===== src/rtl/vec_alu_pkg.sv =====
// -----------------------------------------------------------------------------
// vec_alu_pkg
// Shared definitions for the vector ALU sequencer slice:
//   DATA_W  element width (must match the lane ALU operand width)
//   IDX_W   element index width; maximum vector length is 2**IDX_W
//   FN_*    ALU function encodings understood by the lane ALU
//   seq_state_t  sequencer FSM states
//   is_legal_funct()  true for the four functions the ALU implements
// -----------------------------------------------------------------------------
package vec_alu_pkg;

   localparam int DATA_W = 21;
   localparam int IDX_W  = 4;

   localparam logic [2:0] FN_MOV = 3'b000;
   localparam logic [2:0] FN_ADD = 3'b010;
   localparam logic [2:0] FN_SUB = 3'b011;
   localparam logic [2:0] FN_MUL = 3'b111;

   typedef enum logic [1:0] {
      ST_IDLE,
      ST_RUN,
      ST_DRAIN,
      ST_FINISH
   } seq_state_t;

   function automatic logic is_legal_funct(input logic [2:0] funct);
      return funct inside {FN_MOV, FN_ADD, FN_SUB, FN_MUL};
   endfunction

endpackage


===== src/rtl/vector_alu_sequencer_if.sv =====
// -----------------------------------------------------------------------------
// vector_alu_sequencer_if
// Bundles every non-clock/reset signal of the sequencer:
//   command     start_valid/start_ready/start_funct/start_len
//   reg file    rd_idx (out), rd_a/rd_b (combinational read data, in)
//   lane ALU    alu_op1/alu_op2/alu_funct/alu_flag (out), alu_result (in)
//   write-back  wr_en/wr_idx/wr_data (out), wr_ready (in)
//   status      done, err (one-cycle pulses)
// Modports: master = sequencer side, slave = surrounding lane/environment.
// -----------------------------------------------------------------------------
interface vector_alu_sequencer_if;
   import vec_alu_pkg::*;

   logic              start_valid;
   logic              start_ready;
   logic [2:0]        start_funct;
   logic [IDX_W:0]    start_len;

   logic [IDX_W-1:0]  rd_idx;
   logic [DATA_W-1:0] rd_a;
   logic [DATA_W-1:0] rd_b;

   logic [DATA_W-1:0] alu_op1;
   logic [DATA_W-1:0] alu_op2;
   logic [2:0]        alu_funct;
   logic              alu_flag;
   logic [DATA_W-1:0] alu_result;

   logic              wr_en;
   logic              wr_ready;
   logic [IDX_W-1:0]  wr_idx;
   logic [DATA_W-1:0] wr_data;

   logic              done;
   logic              err;

   modport master (
      input  start_valid, start_funct, start_len, rd_a, rd_b, alu_result, wr_ready,
      output start_ready, rd_idx, alu_op1, alu_op2, alu_funct, alu_flag,
             wr_en, wr_idx, wr_data, done, err
   );

   modport slave (
      output start_valid, start_funct, start_len, rd_a, rd_b, alu_result, wr_ready,
      input  start_ready, rd_idx, alu_op1, alu_op2, alu_funct, alu_flag,
             wr_en, wr_idx, wr_data, done, err
   );

endinterface


===== src/rtl/vector_alu_pipe_stage.sv =====
// -----------------------------------------------------------------------------
// vector_alu_pipe_stage
// One pipeline register slice: a valid bit plus PAYLOAD_W bits of payload
// (by default DATA_W data + IDX_W index).
//   clk, rst   clock, asynchronous active-high reset
//   hold       freeze the slice (downstream stall)
//   in_valid   upstream element present
//   in_data    upstream payload
//   out_valid  slice holds a valid element
//   out_data   registered payload
// The payload is only loaded for valid elements, so an empty slot keeps the
// last real element on its outputs and nothing downstream sees new values.
// -----------------------------------------------------------------------------
module vector_alu_pipe_stage
   import vec_alu_pkg::*;
#(
   parameter int PAYLOAD_W = DATA_W + IDX_W
) (
   input  logic                 clk,
   input  logic                 rst,
   input  logic                 hold,
   input  logic                 in_valid,
   input  logic [PAYLOAD_W-1:0] in_data,
   output logic                 out_valid,
   output logic [PAYLOAD_W-1:0] out_data
);

   // NOTE: sequential state is always assigned with <= so every flop samples
   // the pre-edge values of its neighbours, independent of process order.
   always_ff @(posedge clk or posedge rst) begin
      if (rst) begin
         out_valid <= 1'b0;
         out_data  <= '0;
      end else if (!hold) begin
         out_valid <= in_valid;
         if (in_valid) begin
            out_data <= in_data;
         end
      end
   end

endmodule


===== src/rtl/vector_alu_sequencer.sv =====
// -----------------------------------------------------------------------------
// vector_alu_sequencer
// Issue-side controller for the lane ALU. Accepts a vector command
// (funct, length), streams element pairs from the register file into the
// ALU one per cycle and writes each result back through a valid/ready port.
//   clk   rising-edge clock
//   rst   asynchronous active-high reset; aborts any command in flight
//   bus   vector_alu_sequencer_if.master (command, reg-file read, ALU,
//         write-back and status signals)
// Widths DATA_W / IDX_W come from vec_alu_pkg.
//
// Pipeline: S0 read (rd_idx = issue index) -> S1 ALU operands -> S2 write-back.
// A pending write that is not accepted (wr_en && !wr_ready) freezes all three
// stages, which keeps the ALU inputs and hence its result stable.
// -----------------------------------------------------------------------------
module vector_alu_sequencer
   import vec_alu_pkg::*;
(
   input  logic                   clk,
   input  logic                   rst,
   vector_alu_sequencer_if.master bus
);

   localparam int S1_W = 2 * DATA_W + IDX_W;
   localparam int S2_W = DATA_W + IDX_W;

   seq_state_t        state;
   seq_state_t        state_nxt;

   logic [2:0]        funct_q;
   logic [IDX_W:0]    len_q;
   logic [IDX_W-1:0]  issue_idx;
   logic              illegal_q;

   logic              accept;
   logic              stall;
   logic              advance;
   logic              s0_valid;
   logic              last_issue;
   logic              wr_xfer;

   logic              s1_valid;
   logic [S1_W-1:0]   s1_data;
   logic [IDX_W-1:0]  s1_idx;
   logic              s2_valid;
   logic [S2_W-1:0]   s2_data;

   assign accept     = (state == ST_IDLE) && bus.start_valid;
   assign stall      = bus.wr_en && !bus.wr_ready;
   assign advance    = !stall;
   assign s0_valid   = (state == ST_RUN);
   assign last_issue = ({1'b0, issue_idx} == (len_q - 1'b1));
   assign wr_xfer    = bus.wr_en && bus.wr_ready;

   // ---------------------------------------------------------------- FSM
   always_ff @(posedge clk or posedge rst) begin
      if (rst) begin
         state <= ST_IDLE;
      end else begin
         state <= state_nxt;
      end
   end

   // NOTE: every signal written here gets a default first, so no path through
   // the case statement can leave one unassigned and infer a latch.
   always_comb begin
      state_nxt       = state;
      bus.start_ready = 1'b0;
      bus.done        = 1'b0;
      bus.err         = 1'b0;

      case (state)
         ST_IDLE: begin
            bus.start_ready = 1'b1;
            if (bus.start_valid) begin
               // Illegal funct and empty vectors skip the pipeline entirely.
               if (!is_legal_funct(bus.start_funct) || (bus.start_len == '0)) begin
                  state_nxt = ST_FINISH;
               end else begin
                  state_nxt = ST_RUN;
               end
            end
         end
         ST_RUN: begin
            if (advance && last_issue) begin
               state_nxt = ST_DRAIN;
            end
         end
         ST_DRAIN: begin
            // The element leaving S2 is the last one once S1 has emptied.
            if (wr_xfer && !s1_valid) begin
               state_nxt = ST_FINISH;
            end
         end
         ST_FINISH: begin
            bus.done  = 1'b1;
            bus.err   = illegal_q;
            state_nxt = ST_IDLE;
         end
         default: begin
            state_nxt = ST_IDLE;
         end
      endcase
   end

   // --------------------------------------------------- command / issue
   always_ff @(posedge clk or posedge rst) begin
      if (rst) begin
         funct_q   <= '0;
         len_q     <= '0;
         issue_idx <= '0;
         illegal_q <= 1'b0;
      end else if (accept) begin
         funct_q   <= bus.start_funct;
         len_q     <= bus.start_len;
         issue_idx <= '0;
         illegal_q <= !is_legal_funct(bus.start_funct);
      end else if (s0_valid && advance && !last_issue) begin
         // The index stops at len-1 so rd_idx holds its last value in DRAIN.
         issue_idx <= issue_idx + 1'b1;
      end
   end

   assign bus.rd_idx    = issue_idx;
   // funct is constant for the whole command, so the latched copy serves
   // directly as the registered ALU function.
   assign bus.alu_funct = funct_q;

   // ------------------------------------------------------ S1: ALU stage
   vector_alu_pipe_stage #(
      .PAYLOAD_W (S1_W)
   ) u_s1 (
      .clk       (clk),
      .rst       (rst),
      .hold      (stall),
      .in_valid  (s0_valid),
      .in_data   ({bus.rd_a, bus.rd_b, issue_idx}),
      .out_valid (s1_valid),
      .out_data  (s1_data)
   );

   assign bus.alu_op1  = s1_data[S1_W-1 -: DATA_W];
   assign bus.alu_op2  = s1_data[IDX_W +: DATA_W];
   assign s1_idx       = s1_data[IDX_W-1:0];
   assign bus.alu_flag = s1_valid;

   // ---------------------------------------------- S2: write-back stage
   // alu_result is only captured when S1 is valid, i.e. while alu_flag=1;
   // with the flag low the ALU output is a stale value.
   vector_alu_pipe_stage #(
      .PAYLOAD_W (S2_W)
   ) u_s2 (
      .clk       (clk),
      .rst       (rst),
      .hold      (stall),
      .in_valid  (s1_valid),
      .in_data   ({bus.alu_result, s1_idx}),
      .out_valid (s2_valid),
      .out_data  (s2_data)
   );

   assign bus.wr_en   = s2_valid;
   assign bus.wr_data = s2_data[S2_W-1 -: DATA_W];
   assign bus.wr_idx  = s2_data[IDX_W-1:0];

endmodule


===== src/flat_wrapper.sv =====
// flat-port wrapper written by rule: the top's interface ports become plain ports
module vector_alu_sequencer_flat import vec_alu_pkg::*;
  (clk, rst, bus_start_valid, bus_start_funct, bus_start_len, bus_rd_a, bus_rd_b, bus_alu_result, bus_wr_ready, bus_start_ready, bus_rd_idx, bus_alu_op1, bus_alu_op2, bus_alu_funct, bus_alu_flag, bus_wr_en, bus_wr_idx, bus_wr_data, bus_done, bus_err);
  vector_alu_sequencer_if bus_i ();
  input  logic clk;
  input  logic rst;
  input wire logic [$bits(bus_i.start_valid)-1:0] bus_start_valid;
  input wire logic [$bits(bus_i.start_funct)-1:0] bus_start_funct;
  input wire logic [$bits(bus_i.start_len)-1:0] bus_start_len;
  input wire logic [$bits(bus_i.rd_a)-1:0] bus_rd_a;
  input wire logic [$bits(bus_i.rd_b)-1:0] bus_rd_b;
  input wire logic [$bits(bus_i.alu_result)-1:0] bus_alu_result;
  input wire logic [$bits(bus_i.wr_ready)-1:0] bus_wr_ready;
  output wire logic [$bits(bus_i.start_ready)-1:0] bus_start_ready;
  output wire logic [$bits(bus_i.rd_idx)-1:0] bus_rd_idx;
  output wire logic [$bits(bus_i.alu_op1)-1:0] bus_alu_op1;
  output wire logic [$bits(bus_i.alu_op2)-1:0] bus_alu_op2;
  output wire logic [$bits(bus_i.alu_funct)-1:0] bus_alu_funct;
  output wire logic [$bits(bus_i.alu_flag)-1:0] bus_alu_flag;
  output wire logic [$bits(bus_i.wr_en)-1:0] bus_wr_en;
  output wire logic [$bits(bus_i.wr_idx)-1:0] bus_wr_idx;
  output wire logic [$bits(bus_i.wr_data)-1:0] bus_wr_data;
  output wire logic [$bits(bus_i.done)-1:0] bus_done;
  output wire logic [$bits(bus_i.err)-1:0] bus_err;
  assign bus_i.start_valid = bus_start_valid;
  assign bus_i.start_funct = bus_start_funct;
  assign bus_i.start_len = bus_start_len;
  assign bus_i.rd_a = bus_rd_a;
  assign bus_i.rd_b = bus_rd_b;
  assign bus_i.alu_result = bus_alu_result;
  assign bus_i.wr_ready = bus_wr_ready;
  assign bus_start_ready = bus_i.start_ready;
  assign bus_rd_idx = bus_i.rd_idx;
  assign bus_alu_op1 = bus_i.alu_op1;
  assign bus_alu_op2 = bus_i.alu_op2;
  assign bus_alu_funct = bus_i.alu_funct;
  assign bus_alu_flag = bus_i.alu_flag;
  assign bus_wr_en = bus_i.wr_en;
  assign bus_wr_idx = bus_i.wr_idx;
  assign bus_wr_data = bus_i.wr_data;
  assign bus_done = bus_i.done;
  assign bus_err = bus_i.err;
  vector_alu_sequencer u_core (.clk(clk), .rst(rst), .bus(bus_i));
endmodule

===== config.mk =====
export PLATFORM = sky130hd
export DESIGN_NAME = vector_alu_sequencer_flat
export DESIGN_NICKNAME = d
export VERILOG_FILES = /design/src/rtl/vec_alu_pkg.sv /design/src/rtl/vector_alu_sequencer_if.sv /design/src/rtl/vector_alu_pipe_stage.sv /design/src/rtl/vector_alu_sequencer.sv /design/src/flat_wrapper.sv
export SDC_FILE = /design/constraint.sdc
export NUM_CORES = 1
export LEC_CHECK = 0
export CORE_MARGIN = 8
export CORE_UTILIZATION = 44
export DETAILED_ROUTE_END_ITERATION = 7
export GPL_ROUTABILITY_DRIVEN = 0
export GPL_TIMING_DRIVEN = 0
export PLACE_DENSITY_LB_ADDON = 0.12
export SLEW_MARGIN = 20
export SYNTH_ARGS = -nofsm -noshare
export SYNTH_HDL_FRONTEND = slang
export SYNTH_SLANG_ARGS = --single-unit

===== constraint.sdc =====
create_clock -name clk -period 3.3 [get_ports clk]
set_input_delay 0.66 -clock clk [delete_from_list [all_inputs] [get_ports clk]]
set_output_delay 0.66 -clock clk [all_outputs]
set_load 0.02 [all_outputs]

After elaboration in Yosys (flattened, before gate mapping)
Index checks and enable logic that the tools add are counted.
Word-level totals
  flip-flop bits (word level): 88
  output and inout bits: 79
Operators by class
  add/sub/neg operators: 2
  equal/unequal tests: 10
  mux-type cells: 10
  bitwise gates (word level): 1
  reduce and logical (&&, ||, !) cells: 21
Operator list (number)
  $mux W2: 4
  $mux W4: 2
  $pmux W2 S4: 1
  $logic_and A1 B1 Y1: 7
  $eq A3 B2 Y1 const B: 2
  $eq A4 B5 Y1: 1
  $logic_not A1 Y1: 5
  $logic_not A5 Y1: 1
  $sub A5 B1 Y5 const B: 1
  $add A4 B1 Y4 const B: 1
  $eq A2 B2 Y1 const B: 2
  $ne A2 B2 Y1 const B: 2
  $reduce_and A2 Y1: 2
  $reduce_bool A4 Y1: 1
  $eq A3 B3 Y1 const B: 1
  $logic_not A3 Y1: 1
  $mux W1: 3
  $reduce_and A3 Y1: 1
  $eq A2 B1 Y1 const B: 1
  $logic_not A2 Y1: 1
  $ne A2 B1 Y1 const B: 1
  $reduce_bool A2 Y1: 1
  $logic_or A1 B1 Y1: 1
  $not A1 Y1: 1

Logic depth before layout (Yosys ltp)
  depth in word-level cells: 7
  depth in mapped cells: 7

Cells and area by module
A second synthesis with hierarchy kept.
Unflattened totals
  cell total of the unflattened synthesis: 245
  area, all modules: 3866.2 um^2
Modules (own cells, without submodules)
  vector_alu_pipe_stage (u_core.u_s1): instances 1, cells an instance 101, area each 1904.3 um^2, seq. area each 1176.1 um^2
  vector_alu_pipe_stage (u_core.u_s2): instances 1, cells an instance 57, area each 1054.8 um^2, seq. area each 650.6 um^2
  vector_alu_sequencer: instances 1, cells an instance 87, area each 907.1 um^2, seq. area each 375.4 um^2

Worst setup path after synthesis
OpenSTA, ideal clock, no wires.
  path type: input to register
  start: input bus_wr_ready
  end: register u_core.u_s1.out_data[10]
  setup time: 0.125 ns
  arrival: 1.718 ns
  path slack: 1.457 ns
  stages: 5
  path buffers: 2
  cell sequence: nand2b_1 > nand2_1 > buf_2 > buf_2 > mux2_2
Between the ends
  longest elaborated chain between the ends: 4
Ends and longest elaborated chain
  start, declared: RTL line flat_wrapper.sv:13  | input wire logic [$bits(bus_i.wr_ready)-1:0] bus_wr_ready;
  $logic_not A1 Y1: RTL line vector_alu_sequencer.sv:49  | assign stall = bus.wr_en && !bus.wr_ready;
  $logic_and A1 B1 Y1: RTL line vector_alu_sequencer.sv:49
  $not A1 Y1 (no source line)
  $reduce_and A2 Y1 (no source line)
  end signal, assigned: RTL line vector_alu_pipe_stage.sv:37  | out_data <= in_data;
  end, declared: RTL line vector_alu_pipe_stage.sv:25  | output logic [PAYLOAD_W-1:0] out_data
No other way between the ends.
A chain may end at the register's enable or synchronous reset.

Worst setup path after layout
  start: register u_core.state[0]
  end: output bus_start_ready
Between the ends
  longest elaborated chain between the ends: 2
Ends and longest elaborated chain
  start, declared: RTL line vector_alu_sequencer.sv:27  | seq_state_t state;
  start signal, assigned: RTL line vector_alu_sequencer.sv:60  | state <= state_nxt;
  $logic_not A2 Y1: RTL line vector_alu_sequencer.sv:72  | case (state)
  $mux W1: RTL line vector_alu_sequencer.sv:72
  end, declared: RTL line flat_wrapper.sv:14  | output wire logic [$bits(bus_i.start_ready)-1:0] bus_start_ready;
No other way between the ends.

==> results.yml <==
status:
  run_status: "complete, no violations"
layout:
  diodes: 0
  final_common_cell: "clkdlybuf4s50_1"
  area_growth_syn_to_layout_pct: 48.7
  most-common-layout-cells: "153 x clkdlybuf4s50_1, 88 x dfrtp_1, 78 x mux2_2"
  drive_gt1_frac: 0.326
  fin_nets: 524
floorplan:
  dieArea_mm2: 0.0121
  rows: 34
  die_y_um: 110
  start_util: 0.449
  io_pins: 154
  die_x_um: 110
  core-area_mm2: 0.00864
critical_path:
  end_kind: "output pin"
  crit_path_max_fanout: 8
  worstPathArrival_ns: 1.86
  reg2reg_setup_slack_ns: 1.35
  worst_setup_path_start_kind: "flip-flop"
  critPathKind: "reg2out"
  cp.required_ns: 2.64
grt:
  grt_pass1_vias: 2854
  antenna_found_initial: 0
  grtUsageTotal: 0.150
  gr-total-overflow: 0
  grt_max_degree: 51
  grt_pass1_wl_um: 14000
timing:
  worst_pin_slew_ns: 0.586
  skew_ns: 0.0125
  post-route-min-period_ns: 2.52
  max_slew_margin: 0.609
  slew_violations: 0
  fin_crit_sh: 0.763
  setup_violations: 0
  hold_viol: 0
  rsz0062_at_grt: "false"
  timing.final.ws_setup_ns: 0.783
  max_freq_ghz: 0.397
flow_run:
  drv_cap: 0
routing:
  drt_iter0_markers: 59
  wl_um: 9000
  routed_via_density: 4.72
  wl_per_cell_um: 16.2
  firstDrtPassIters: 4
  vias: 2626
  drc: 0
  antenna_left: 0
synthesis:
  synth.largest_area_cell: "dfrtp_1"
  yosysWarnings: 0
  ys_seq_area_frac: 0.568
  synth_top_area_frac: 0.568
  synth.distinct_cells: 29
  netlist_top_cells_area: "dfrtp_1 57%, mux2_2 23%, buf_4 8.1%, ha_1 1.9%, xnor2_1 1.4%"
  syn_nets: 359
  syn_area_per_cell_um2: 13.9
  synthesis.area_mm2: 0.00388
  ys_seq_elements: 88
  synthCells: 278
clocking:
  cts_hold_buf: 0
  path_clk_slew_ns: 0.08
  root_buffer: "clkbuf_8"
  clockBufferDepth: 2
  htreeDepth: 3
  cts_sinks: 88
  cts_resized: 0
  cts_setup_buffers: 0
  cts_tree: "built"
  clk_latency_ns: 0.35
  cts_inserted_buffers: 9
pwr:
  leakage_nw: 2.52
  finalPower_mw: 3.20
  vdd_drop_max_v: 0.000225
  power_density_mw_per_mm2: 554
placed_design:
  pre_cts_ws_ns: 0.763
  port_buffers: 153
  hpwl_um: 7050
worst_hold_path:
  min-delay-path-class: "reg2reg"
[area by class of cell]
type / count / area, um^2
plain buffers: 51 / 364
clock buffers: 11 / 151
clock inverters: 5 / 38.8
fillers: 676 / 2870
inverters: 7 / 28.8
multi-input cells: 132 / 1280
flip-flops and latches: 88 / 2200
well taps: 108 / 135
repair buffers: 154 / 1560
[registers in the layout (all words and copies together) (netlist names)]
name	flops
u_core.bus.alu_funct	3
u_core.u_s2.out_valid	1
u_core.u_s1.out_data	46
u_core.u_s1.out_valid	1
u_core.u_s2.out_data	25
u_core.state	2
u_core.len_q	5
u_core.illegal_q	1
u_core.bus.rd_idx	4
[cell families (layout without fill, tap and decap cells)]
logic type / Yosys count / in the layout / share of synthesized area
xor+xnor: 9 / 9 / 0.0242
compound gates: 12 / 12 / 0.0213
fa+ha+maj: 6 / 6 / 0.0194
mux: 82 / 82 / 0.237
simple gates: 23 / 23 / 0.0297
flops: 88 / 88 / 0.568
buf+inv: 58 / 228 / 0.101
[power by group]
part	internal (mW)	total [mW]	switching, mW	leakage (nW)
sequential	1.26	1.38	0.114	1.05
clock	0.319	0.709	0.389	0.0959
combinational	0.641	1.11	0.470	1.38
total	2.22	3.20	0.973	2.52
[synth_stat cells]
cell / number
a21oi_1: 3
a221o_1: 1
a31o_1: 1
a41oi_2: 1
and2_1: 1
buf_2: 6
buf_4: 42
buf_6: 1
clkbuf_1: 2
dfrtp_1: 88
ha_1: 6
inv_1: 7
mux2_2: 78
mux2i_1: 4
nand2_1: 9
nand2b_1: 2
nand3_1: 2
nand4_1: 2
nor2_1: 2
nor2b_1: 2
nor3_1: 1
nor3b_1: 1
o211ai_1: 1
o21ai_0: 4
o21ai_1: 1
or4_1: 1
xnor2_1: 6
xor2_1: 2
xor3_1: 1
[stage by stage]
step                      instance area, um^2  cells  utilization  setup TNS, ns  hold slack, ns
after floorplan                          3880    278            -              0           0.442
after global placement                   5540    539        0.642         -95.82           0.471
after detailed placement                 5570    540        0.645              0           0.469
after CTS                                5760    556        0.667              0           0.489
after global routing                     5760    556        0.667              0           0.525
final                                    5760    556        0.667              0           0.486
[metal layers]
| metal | GRT usage | wire length, um |
|---|---|---|
| met1 | 0.178 | 3550 |
| met2 | 0.243 | 4400 |
| met3 | 0.0592 | 971 |
| met4 | 0.0463 | 79 |
| met5 | 0 | 0 |
[critical path, stage by stage (launching register included)]
cell and delay (ns):
dfrtp_1 0.41, inv_1 0.11, ha_1 0.32, clkdlybuf4s50_1 0.68
[final timing paths]
kind                             startpoint                  endpoint  depth (start not counted)
max in group asynchronous               rst     u_core.u_s1.out_valid                          3
setup / recovery            u_core.state[0]           bus_start_ready                          3
setup reg to reg            u_core.state[0]           u_core.len_q[4]                          5
min in group asynchronous               rst  u_core.u_s2.out_data[11]                          2
hold / removal             u_core.illegal_q          u_core.illegal_q                          2
hold reg to reg            u_core.illegal_q          u_core.illegal_q                          2
Power figures use the tool's default switching activity.
